## config.mk

```make
export PLATFORM = sky130hd
export DESIGN_NAME = seq_divider
export DESIGN_NICKNAME = d
export VERILOG_FILES = /design/src/rtl/div_pkg.sv /design/src/rtl/div_step.sv /design/src/rtl/seq_divider.sv
export SDC_FILE = /design/constraint.sdc
export NUM_CORES = 1
export LEC_CHECK = 0
export CAP_MARGIN = 0
export CORE_UTILIZATION = 40
export CTS_CLUSTER_DIAMETER = 50
export DETAILED_ROUTE_END_ITERATION = 10
export PLACE_DENSITY = 0.67
export SLEW_MARGIN = 25
export SYNTH_ARGS = -nofsm -noshare
export SYNTH_HDL_FRONTEND = slang
export SYNTH_HIERARCHICAL = 1
export SYNTH_SLANG_ARGS = --single-unit
```

## constraint.sdc

```tcl
create_clock -name clk -period 3.77 [get_ports clk]
set_input_delay 1.131 -clock clk [delete_from_list [all_inputs] [get_ports clk]]
set_output_delay 1.131 -clock clk [all_outputs]
set_load 0.1 [all_outputs]
```

## src/rtl/div_pkg.sv

```systemverilog
// -----------------------------------------------------------------------------
// div_pkg
// Shared definitions for the sequential restoring divider.
//   state_e   : divider FSM state encoding (IDLE, CALC, FIX, DONE)
//   MAX_WIDTH : widest operand width the divider supports
//   CNT_W     : iteration counter width, sized so it can hold MAX_WIDTH
// -----------------------------------------------------------------------------
package div_pkg;

    typedef enum logic [1:0] {
        IDLE = 2'd0,
        CALC = 2'd1,
        FIX  = 2'd2,
        DONE = 2'd3
    } state_e;

    localparam int MAX_WIDTH = 64;

    // Sized for the widest legal operand so one counter type serves every WIDTH.
    localparam int CNT_W = $clog2(MAX_WIDTH + 1);

endpackage : div_pkg

```

## src/rtl/div_step.sv

```systemverilog
// -----------------------------------------------------------------------------
// div_step
// One combinational radix-2 restoring division step.
//   rem_in   [WIDTH:0]   partial remainder entering the step
//   dvnd_msb             next dividend bit to shift in
//   dvsr     [WIDTH-1:0] divisor magnitude
//   rem_out  [WIDTH:0]   partial remainder leaving the step
//   q_bit                quotient bit produced by the step
// -----------------------------------------------------------------------------
module div_step #(
    parameter int WIDTH = 32
) (
    input  logic [WIDTH:0]   rem_in,
    input  logic             dvnd_msb,
    input  logic [WIDTH-1:0] dvsr,
    output logic [WIDTH:0]   rem_out,
    output logic             q_bit
);

    logic [WIDTH+1:0] shifted;
    logic [WIDTH+1:0] diff;

    // The incoming remainder is always below dvsr, so the shifted value is
    // below 2*dvsr < 2^(WIDTH+1); the top bit of diff is then a pure borrow.
    always_comb begin
        shifted = {rem_in, dvnd_msb};
        diff    = shifted - {2'b00, dvsr};
        q_bit   = ~diff[WIDTH+1];
        rem_out = q_bit ? diff[WIDTH:0] : shifted[WIDTH:0];
    end

endmodule : div_step

```

## src/rtl/seq_divider.sv

```systemverilog
// -----------------------------------------------------------------------------
// seq_divider
// Iterative radix-2 restoring divider, one quotient bit per cycle, with
// optional signed operation and explicit divide-by-zero handling.
//   clk          rising-edge clock
//   reset        synchronous, active-low reset
//   start        request; operands accepted when start && ready
//   signed_mode  1 = two's-complement operands (honoured only if SIGNED_EN)
//   dividend     dividend, sampled at accept
//   divisor      divisor, sampled at accept
//   ready        high in IDLE
//   busy         high in CALC or FIX
//   out_valid    high in DONE; results stable while high
//   out_ack      consumer acknowledge; DONE -> IDLE
//   quotient     result quotient
//   remainder    result remainder
//   div_by_zero  divisor was zero (qualified by out_valid)
// -----------------------------------------------------------------------------
module seq_divider
    import div_pkg::*;
#(
    parameter int WIDTH     = 32,
    parameter bit SIGNED_EN = 1'b1
) (
    input  logic             clk,
    input  logic             reset,
    input  logic             start,
    input  logic             signed_mode,
    input  logic [WIDTH-1:0] dividend,
    input  logic [WIDTH-1:0] divisor,
    output logic             ready,
    output logic             busy,
    output logic             out_valid,
    input  logic             out_ack,
    output logic [WIDTH-1:0] quotient,
    output logic [WIDTH-1:0] remainder,
    output logic             div_by_zero
);

    state_e           state_q, state_d;
    logic [CNT_W-1:0] cnt_q, cnt_d;
    logic [WIDTH-1:0] dvnd_q, dvnd_d;
    logic [WIDTH-1:0] dvsr_q, dvsr_d;
    logic [WIDTH-1:0] quot_q, quot_d;
    logic [WIDTH:0]   rem_q, rem_d;
    logic             neg_quot_q, neg_quot_d;
    logic             neg_rem_q, neg_rem_d;
    logic             dbz_q, dbz_d;

    logic             accept;
    logic             divisor_zero;
    logic             sgn_en;
    logic             dvnd_neg;
    logic             dvsr_neg;
    logic [WIDTH-1:0] dvnd_mag;
    logic [WIDTH-1:0] dvsr_mag;
    logic [WIDTH:0]   step_rem;
    logic             step_q;

    div_step #(
        .WIDTH (WIDTH)
    ) u_step (
        .rem_in   (rem_q),
        .dvnd_msb (dvnd_q[WIDTH-1]),
        .dvsr     (dvsr_q),
        .rem_out  (step_rem),
        .q_bit    (step_q)
    );

    // Operand conditioning at accept. Negating MIN yields MIN, which read as
    // unsigned is exactly 2^(WIDTH-1), so no special case is required.
    always_comb begin
        accept       = start && (state_q == IDLE);
        divisor_zero = (divisor == '0);
        sgn_en       = signed_mode & SIGNED_EN;
        dvnd_neg     = sgn_en & dividend[WIDTH-1];
        dvsr_neg     = sgn_en & divisor[WIDTH-1];
        dvnd_mag     = dvnd_neg ? -dividend : dividend;
        dvsr_mag     = dvsr_neg ? -divisor : divisor;
    end

    // State register and datapath registers.
    always_ff @(posedge clk) begin
        if (!reset) begin
            state_q    <= IDLE;
            cnt_q      <= '0;
            dvnd_q     <= '0;
            dvsr_q     <= '0;
            quot_q     <= '0;
            rem_q      <= '0;
            neg_quot_q <= 1'b0;
            neg_rem_q  <= 1'b0;
            dbz_q      <= 1'b0;
        end else begin
            // NOTE: non-blocking assignments so every flop samples pre-edge values.
            state_q    <= state_d;
            cnt_q      <= cnt_d;
            dvnd_q     <= dvnd_d;
            dvsr_q     <= dvsr_d;
            quot_q     <= quot_d;
            rem_q      <= rem_d;
            neg_quot_q <= neg_quot_d;
            neg_rem_q  <= neg_rem_d;
            dbz_q      <= dbz_d;
        end
    end

    // Next-state logic.
    always_comb begin
        // NOTE: default first so no path through the case leaves state_d unassigned (no latch).
        state_d = state_q;
        case (state_q)
            IDLE: if (accept) state_d = divisor_zero ? DONE : CALC;
            CALC: if (cnt_q == '0) state_d = FIX;
            FIX:  state_d = DONE;
            DONE: if (out_ack) state_d = IDLE;
            default: state_d = IDLE;
        endcase
    end

    // Datapath next values.
    always_comb begin
        cnt_d      = cnt_q;
        dvnd_d     = dvnd_q;
        dvsr_d     = dvsr_q;
        quot_d     = quot_q;
        rem_d      = rem_q;
        neg_quot_d = neg_quot_q;
        neg_rem_d  = neg_rem_q;
        dbz_d      = dbz_q;
        case (state_q)
            IDLE: begin
                if (accept) begin
                    cnt_d  = CNT_W'(WIDTH);
                    dvnd_d = dvnd_mag;
                    dvsr_d = dvsr_mag;
                    dbz_d  = divisor_zero;
                    if (divisor_zero) begin
                        // Results are final immediately; the raw dividend is returned untouched.
                        quot_d     = '1;
                        rem_d      = {1'b0, dividend};
                        neg_quot_d = 1'b0;
                        neg_rem_d  = 1'b0;
                    end else begin
                        quot_d     = '0;
                        rem_d      = '0;
                        neg_quot_d = dvnd_neg ^ dvsr_neg;
                        neg_rem_d  = dvnd_neg;
                    end
                end
            end
            CALC: begin
                if (cnt_q != '0) begin
                    rem_d  = step_rem;
                    quot_d = {quot_q[WIDTH-2:0], step_q};
                    dvnd_d = {dvnd_q[WIDTH-2:0], 1'b0};
                    cnt_d  = cnt_q - CNT_W'(1);
                end
            end
            FIX: begin
                // Quotient truncates toward zero; remainder takes the dividend's sign.
                quot_d = neg_quot_q ? -quot_q : quot_q;
                rem_d  = {1'b0, (neg_rem_q ? -rem_q[WIDTH-1:0] : rem_q[WIDTH-1:0])};
            end
            default: ;
        endcase
    end

    // Outputs decoded from state and result registers.
    always_comb begin
        ready       = (state_q == IDLE);
        busy        = (state_q == CALC) || (state_q == FIX);
        out_valid   = (state_q == DONE);
        quotient    = quot_q;
        remainder   = rem_q[WIDTH-1:0];
        div_by_zero = dbz_q;
    end

endmodule : seq_divider

```

# [Word-level counts from Yosys, hierarchy flattened]
# Index checks and enable logic that the tools add are counted.
[totals] mem_bits_rw=0 rom_bits=0 latchBits=0 mem_count=0 regBits=141
[op_classes] n_reduce_logical=14 shifts=0 div=0 bitwise=4 n_eq_ne=9 n_mux=26 magnitude_cmp=0 mul=0 addsub=6
[op_table] operator="$mux W32" count=10
[op_table] operator="$neg A32 Y32" count=4
[op_table] operator="$mux W33" count=3
[op_table] operator="$pmux W33 S3" count=1
[op_table] operator="$pmux W32 S3" count=1
[op_table] operator="$pmux W32 S2" count=1
[op_table] operator="$sub A34 B32 Y34" count=1
[op_table] operator="$logic_not A32 Y1" count=1
[op_table] operator="$mux W7" count=2
[op_table] operator="$pmux W7 S2" count=1
[op_table] operator="$reduce_and A3 Y1" count=3
[op_table] operator="$mux W2" count=4
[op_table] operator="$ne A2 B2 Y1 const B" count=4
[op_table] operator="$pmux W2 S4" count=1
[op_table] operator="$reduce_and A4 Y1" count=2
[op_table] operator="$logic_not A7 Y1" count=1
[op_table] operator="$reduce_bool A7 Y1" count=1
[op_table] operator="$sub A7 B1 Y7 const B" count=1
[op_table] operator="$eq A2 B2 Y1 const B" count=2
[op_table] operator="$ne A2 B1 Y1 const B" count=2
[op_table] operator="$reduce_bool A3 Y1" count=1
[op_table] operator="$and A1 B1 Y1" count=2
[op_table] operator="$eq A2 B1 Y1 const B" count=1
[op_table] operator="$logic_not A2 Y1" count=1
[op_table] operator="other kinds (7)" count=8

# [Depth between registers and ports, before layout]
# Gate-level depths: netlist (run 1).
[logic_depth] word_depth=4 ltp_mapped=17 ltp_nobuf=16

# [Modules after synthesis]
# The synthesis (run 1) kept the hierarchy.
[modules_own_cells] mod="seq_divider" cells_each=1191 n_inst=1 seq_area_each_um2=2822.7 area_each_um2=8993.6
[modules_own_cells] mod="div_step" cells_each=328 n_inst=1 seq_area_each_um2=0.0 area_each_um2=2170.8

# [Least setup slack after synthesis (run 1)]
# Ideal clock, no wire load.
[synth_timing] path_type="register to register" from="register rem_q[7]" to="register rem_q[31]" slack_ps=212 setup_time_ps=119 t_arrival_ps=3439 path_stages_with_launch=15 required_ps=3651 cell_sequence="dfxtp_1 > ha_1 > and3_1 > or3b_1 > a211oi_2 > o31ai_1 > and3_4 > o31a_4 > xor2_4 > inv_2 > mux2_2 > a221o_1 > a21oi_1 > nor2_1 > o221a_2"
[synth_via] elab_chain_cells=4
[synth_lines] item="from (decl)" line="seq_divider.sv:45" source="logic [WIDTH:0] rem_q, rem_d;"
[synth_lines] item="from (signal assigned)" line="seq_divider.sv:101" source="rem_q <= rem_d;"
[synth_lines] item="$sub A34 B32 Y34" line="div_step.sv:27" source="diff = shifted - {2'b00, dvsr};"
[synth_lines] item="$mux W33" line="div_step.sv:29" source="rem_out = q_bit ? diff[WIDTH:0] : shifted[WIDTH:0];"
[synth_lines] item="net step_rem[31]" line="seq_divider.sv:57" source="logic [WIDTH:0] step_rem;"
[synth_lines] item="$mux W33" line="seq_divider.sv:153" source="if (cnt_q != '0) begin"
[synth_lines] item="$pmux W33 S3" line="seq_divider.sv:131" source="case (state_q)"
# The timed path passes the listed nets, and every way through them passes these cells. The select of a mux whose other input is x is not followed.
# A chain may end at the register's enable or synchronous reset.

# [Worst setup path after layout (run 1)]
[layout_timing] from="register dvsr_q[9]" to="register rem_q[31]"
[layout_via] elab_chain_cells=4
[layout_lines] item="from (decl)" line="seq_divider.sv:43" source="logic [WIDTH-1:0] dvsr_q, dvsr_d;"
[layout_lines] item="from (signal assigned)" line="seq_divider.sv:99" source="dvsr_q <= dvsr_d;"
[layout_lines] item="$sub A34 B32 Y34" line="div_step.sv:27"
[layout_lines] item="$mux W33" line="div_step.sv:29"
[layout_lines] item="net step_rem[31]" line="seq_divider.sv:57"
[layout_lines] item="$mux W33" line="seq_divider.sv:153"
[layout_lines] item="$pmux W33 S3" line="seq_divider.sv:131"
# The timed path passes the listed nets, and every way through them passes these cells. The select of a mux whose other input is x is not followed.

==> results by group, run 1 <==
Status
  – Outcome: completed

Clocking
  – Htree depth: 4
  – Clock sinks: ~140
  – Clk slew on worst S/H paths: ~60 ps
  – Clock root cell: clkbuf_16
  – Clk buf depth: 2
  – Clock buffer count from CTS: 17
  – CTS tree: yes
  – Worst-skew pair later-pin latency: about 430 ps

Pwr
  – Pwr Total: about 0.014 W
  – Maximum vdd drop: 0.000527 V
  – Leak: around 5.3 nW
  – Cell Pwr Density: ~990 nW/um2

Logic synthesis
  – Cell variety after synth: 77
  – Post-synthesis sequential area ratio: around 25%
  – Synth top area cells: dfxtp_1 (25%), o21ai_0 (7.9%), a21oi_1 (6.9%), xnor2_1 (5.2%), ha_1 (4.7%)
  – Syn_nets: ~1,600
  – Synth warn: 6
  – #FFs+latches synth: approximately 140
  – Asr flop ratio synth: 0%
  – Top-area cell type share of the netlist area: roughly a quarter
  – Cell accounting for the most synthesized area: dfxtp_1
  – Synthesized area: between 10,000 and 15,000 um2
  – Main synth FF type: dfxtp_1
  – Number of flops mapped to enable cells by yosys: 0
  – Syn Inst Count: 1,519
  – Avg Cell Area, Syn: roughly 7.3 um2

Worst setup path
  – CP Launch Type: flip-flop
  – Arr. time, crit path: between 3000 and 4000 ps
  – Register-to-register setup slack: around 150 ps
  – Required time of the critical path: 4090 ps
  – Critical path class: reg -> reg
  – R2R depth: 16
  – Crit path capture type: flip-flop
  – CP Max Fanout: 4

Routing
  – Iteration count of the initial detailed-routing pass: 5
  – Via/cell ratio: 5.91
  – Drc violations: 0
  – Routed wire per std cell: around 19 um
  – Number of DRC markers in iteration 0: ~1,400
  – Post-Route WL: between 30 and 40 mm
  – Via count: ~12,000
  – Antenna Nets Post-Route: 0

STA
  – Final Hold Vio Count: 0
  – Max-slew violations: 0
  – Final setup vio count: 0
  – Period utilisation layout: between 90% and 100%
  – Highest Clock Rate: 276 MHz
  – Worst Clk Skew: 12.5 ps
  – Max_slew headroom: between 30% and 40%
  – Worst Tran Pin Value: 917 ps
  – Final min period: around 3600 ps

Place
  – Post-DP HPWL: 28.2 mm
  – Routability cong.: a little under 1
  – Number of port buffers: ~140
  – Placed Area: around 13,000 um2

Die
  – Die W: 169 um
  – Die Area: 28,600 um2
  – Initial Util: between 40% and 50%
  – # IOs: 137
  – Die height: between 150 and 200 um
  – Core Rows: 60
  – Core Region: ~27,000 um2

Worst hold path
  – WHS Path Cells: 2
  – Hold Path Class: reg -> reg

Layout
  – Most common cell after layout, fill and taps aside: buf_4
  – Synth-to-Final Area Change: 23.7%
  – Fill cells: ~2,700
  – Share of cells above drive strength 1: 16.1%
  – Commonest cells after routing, fill and taps aside: buf_4 (178), o21ai_0 (176), a21oi_1 (151), dfxtp_1 (137), nor2_1 (123)
  – Post-Layout Inst Area: 13,800 um2
  – ANT cells: 0
  – Fin nets: ~1,800

Global route
  – GR Overflow Total: 0
  – GRT Util Overall: 26.6%
  – Largest net degree at the start of global routing: 88
  – Antenna violations before repair: 0
  – First-pass GRT wire length: ~60 mm
  – Number of global-route vias before repair: ~11,000

Flow run
  – Max-cap violation count: 0
==> critical path, cell delays in order (launching register included) <==
cell and delay, ps:
dfxtp_2 330, inv_1 60, ha_4 280, and3_4 180
or3b_4 380, a211oi_2 190, buf_4 180, o31ai_1 90
and3_4 170, o31a_4 310, xor2_4 170, inv_2 70
mux2_2 330, a221o_1 310, a21oi_2 120, nor2_1 50
o221a_2 270
==> kinds of logic (layout without fill, tap and decap cells) <==
group / after synthesis / after routing / synth area share, %
adder cells (fa/ha/maj): 43 / 43 / 4.89
flip-flops: 141 / 141 / 25.3
multiplexers: 22 / 22 / 2.04
buffers and inverters: 192 / 349 / 7.67
XOR/XNOR: 108 / 108 / 8.64
AND/OR/NAND/NOR: 457 / 457 / 20.6
AO/OA/AOI/OAI: 556 / 556 / 30.9
==> synthesized netlist by cell type (all sizes together), types with 5 or more instances <==
| library cell | number |
|---|---|
| a211oi | 31 |
| a21o | 23 |
| a21oi | 154 |
| a221oi | 31 |
| a22oi | 17 |
| a311oi | 5 |
| a31oi | 21 |
| a41oi | 5 |
| and2 | 9 |
| and3 | 5 |
| buf | 43 |
| clkbuf | 82 |
| dfxtp | 141 |
| ha | 42 |
| inv | 67 |
| mux2 | 6 |
| mux2i | 16 |
| nand2 | 121 |
| nand2b | 14 |
| nand3 | 25 |
| nand3b | 6 |
| nand4 | 12 |
| nor2 | 124 |
| nor2b | 7 |
| nor3 | 38 |
| nor3b | 6 |
| nor4 | 25 |
| nor4b | 6 |
| o211ai | 10 |
| o21ai | 180 |
| o221ai | 9 |
| o22ai | 14 |
| o31ai | 19 |
| or2 | 11 |
| or3 | 20 |
| or4 | 20 |
| xnor2 | 66 |
| xor2 | 42 |
==> what timing repair did <==
item | 4_1_cts | 5_1_grt
endpoints found under the hold margin | 0 | 0
setup buffers | 0 | 1
gates resized for setup | 0 | 19
endpoints found under the setup margin | 0 | 21
hold buffers | 0 | 0
==> final cells by class <==
cell class	instances	area (um2)	share of cell area [%]
sequential	141	2830	20.5
tap	372	465	3.37
multi-input combinational	1186	7580	54.9
clock inverter	10	116	0.843
timing repair buffer	252	2120	15.3
inverter	67	251	1.82
clock buffer	20	447	3.24
==> flip-flops by register name, summed over array words and instances (netlist names), 2 cells and up <==
signal / count
rem_q: 33
dvnd_q: 32
dvsr_q: 32
quotient: 32
cnt_q: 7
state_q: 2
==> through the flow <==
step                utilization, %  setup WS (ps)  hold slack, ps  instances  setup TNS (ps)
floorplan                        -            212             432       1519               0
CTS                           50.4           6.74             455       2047               0
detailed placement            48.3           22.5             447       2017               0
global route                  50.8          -3.74             472       2048           -7.36
finish                        50.8            151             454       2048               0
global placement              48.3           69.4             442       2017               0
==> power by group <==
part | total [W] | switching (W) | leakage (nW) | internal, W
Clock | 0.00168 | 0.000696 | 0.273 | 0.000986
Sequential | 0.00242 | 0.000444 | 1.16 | 0.00197
Combinational | 0.00950 | 0.00608 | 3.89 | 0.00343
Total | 0.0136 | 0.00722 | 5.32 | 0.00639
==> metal layers <==
layer | track usage [%] | wire length [um]
met1 | 35.4 | 16600
met2 | 43.4 | 17400
met3 | 3.79 | 2870
met4 | 10.4 | 1340
met5 | 0 | 0
==> worst paths after layout <==
path | startpoint | to
max reg2reg | dvsr_q[9] | rem_q[31]
min | dvnd_q[4] | dvnd_q[4]
min reg2reg | dvnd_q[4] | dvnd_q[4]
max | dvsr_q[9] | rem_q[31]
No activity file was read; power rests on OpenSTA's default activity.
==> run 2, diff against run 1 <==
SLEW_MARGIN = not set   (was 25)
==> results of run 2 <==
The final DEF is identical to that of run 1; final timing and power are the same.
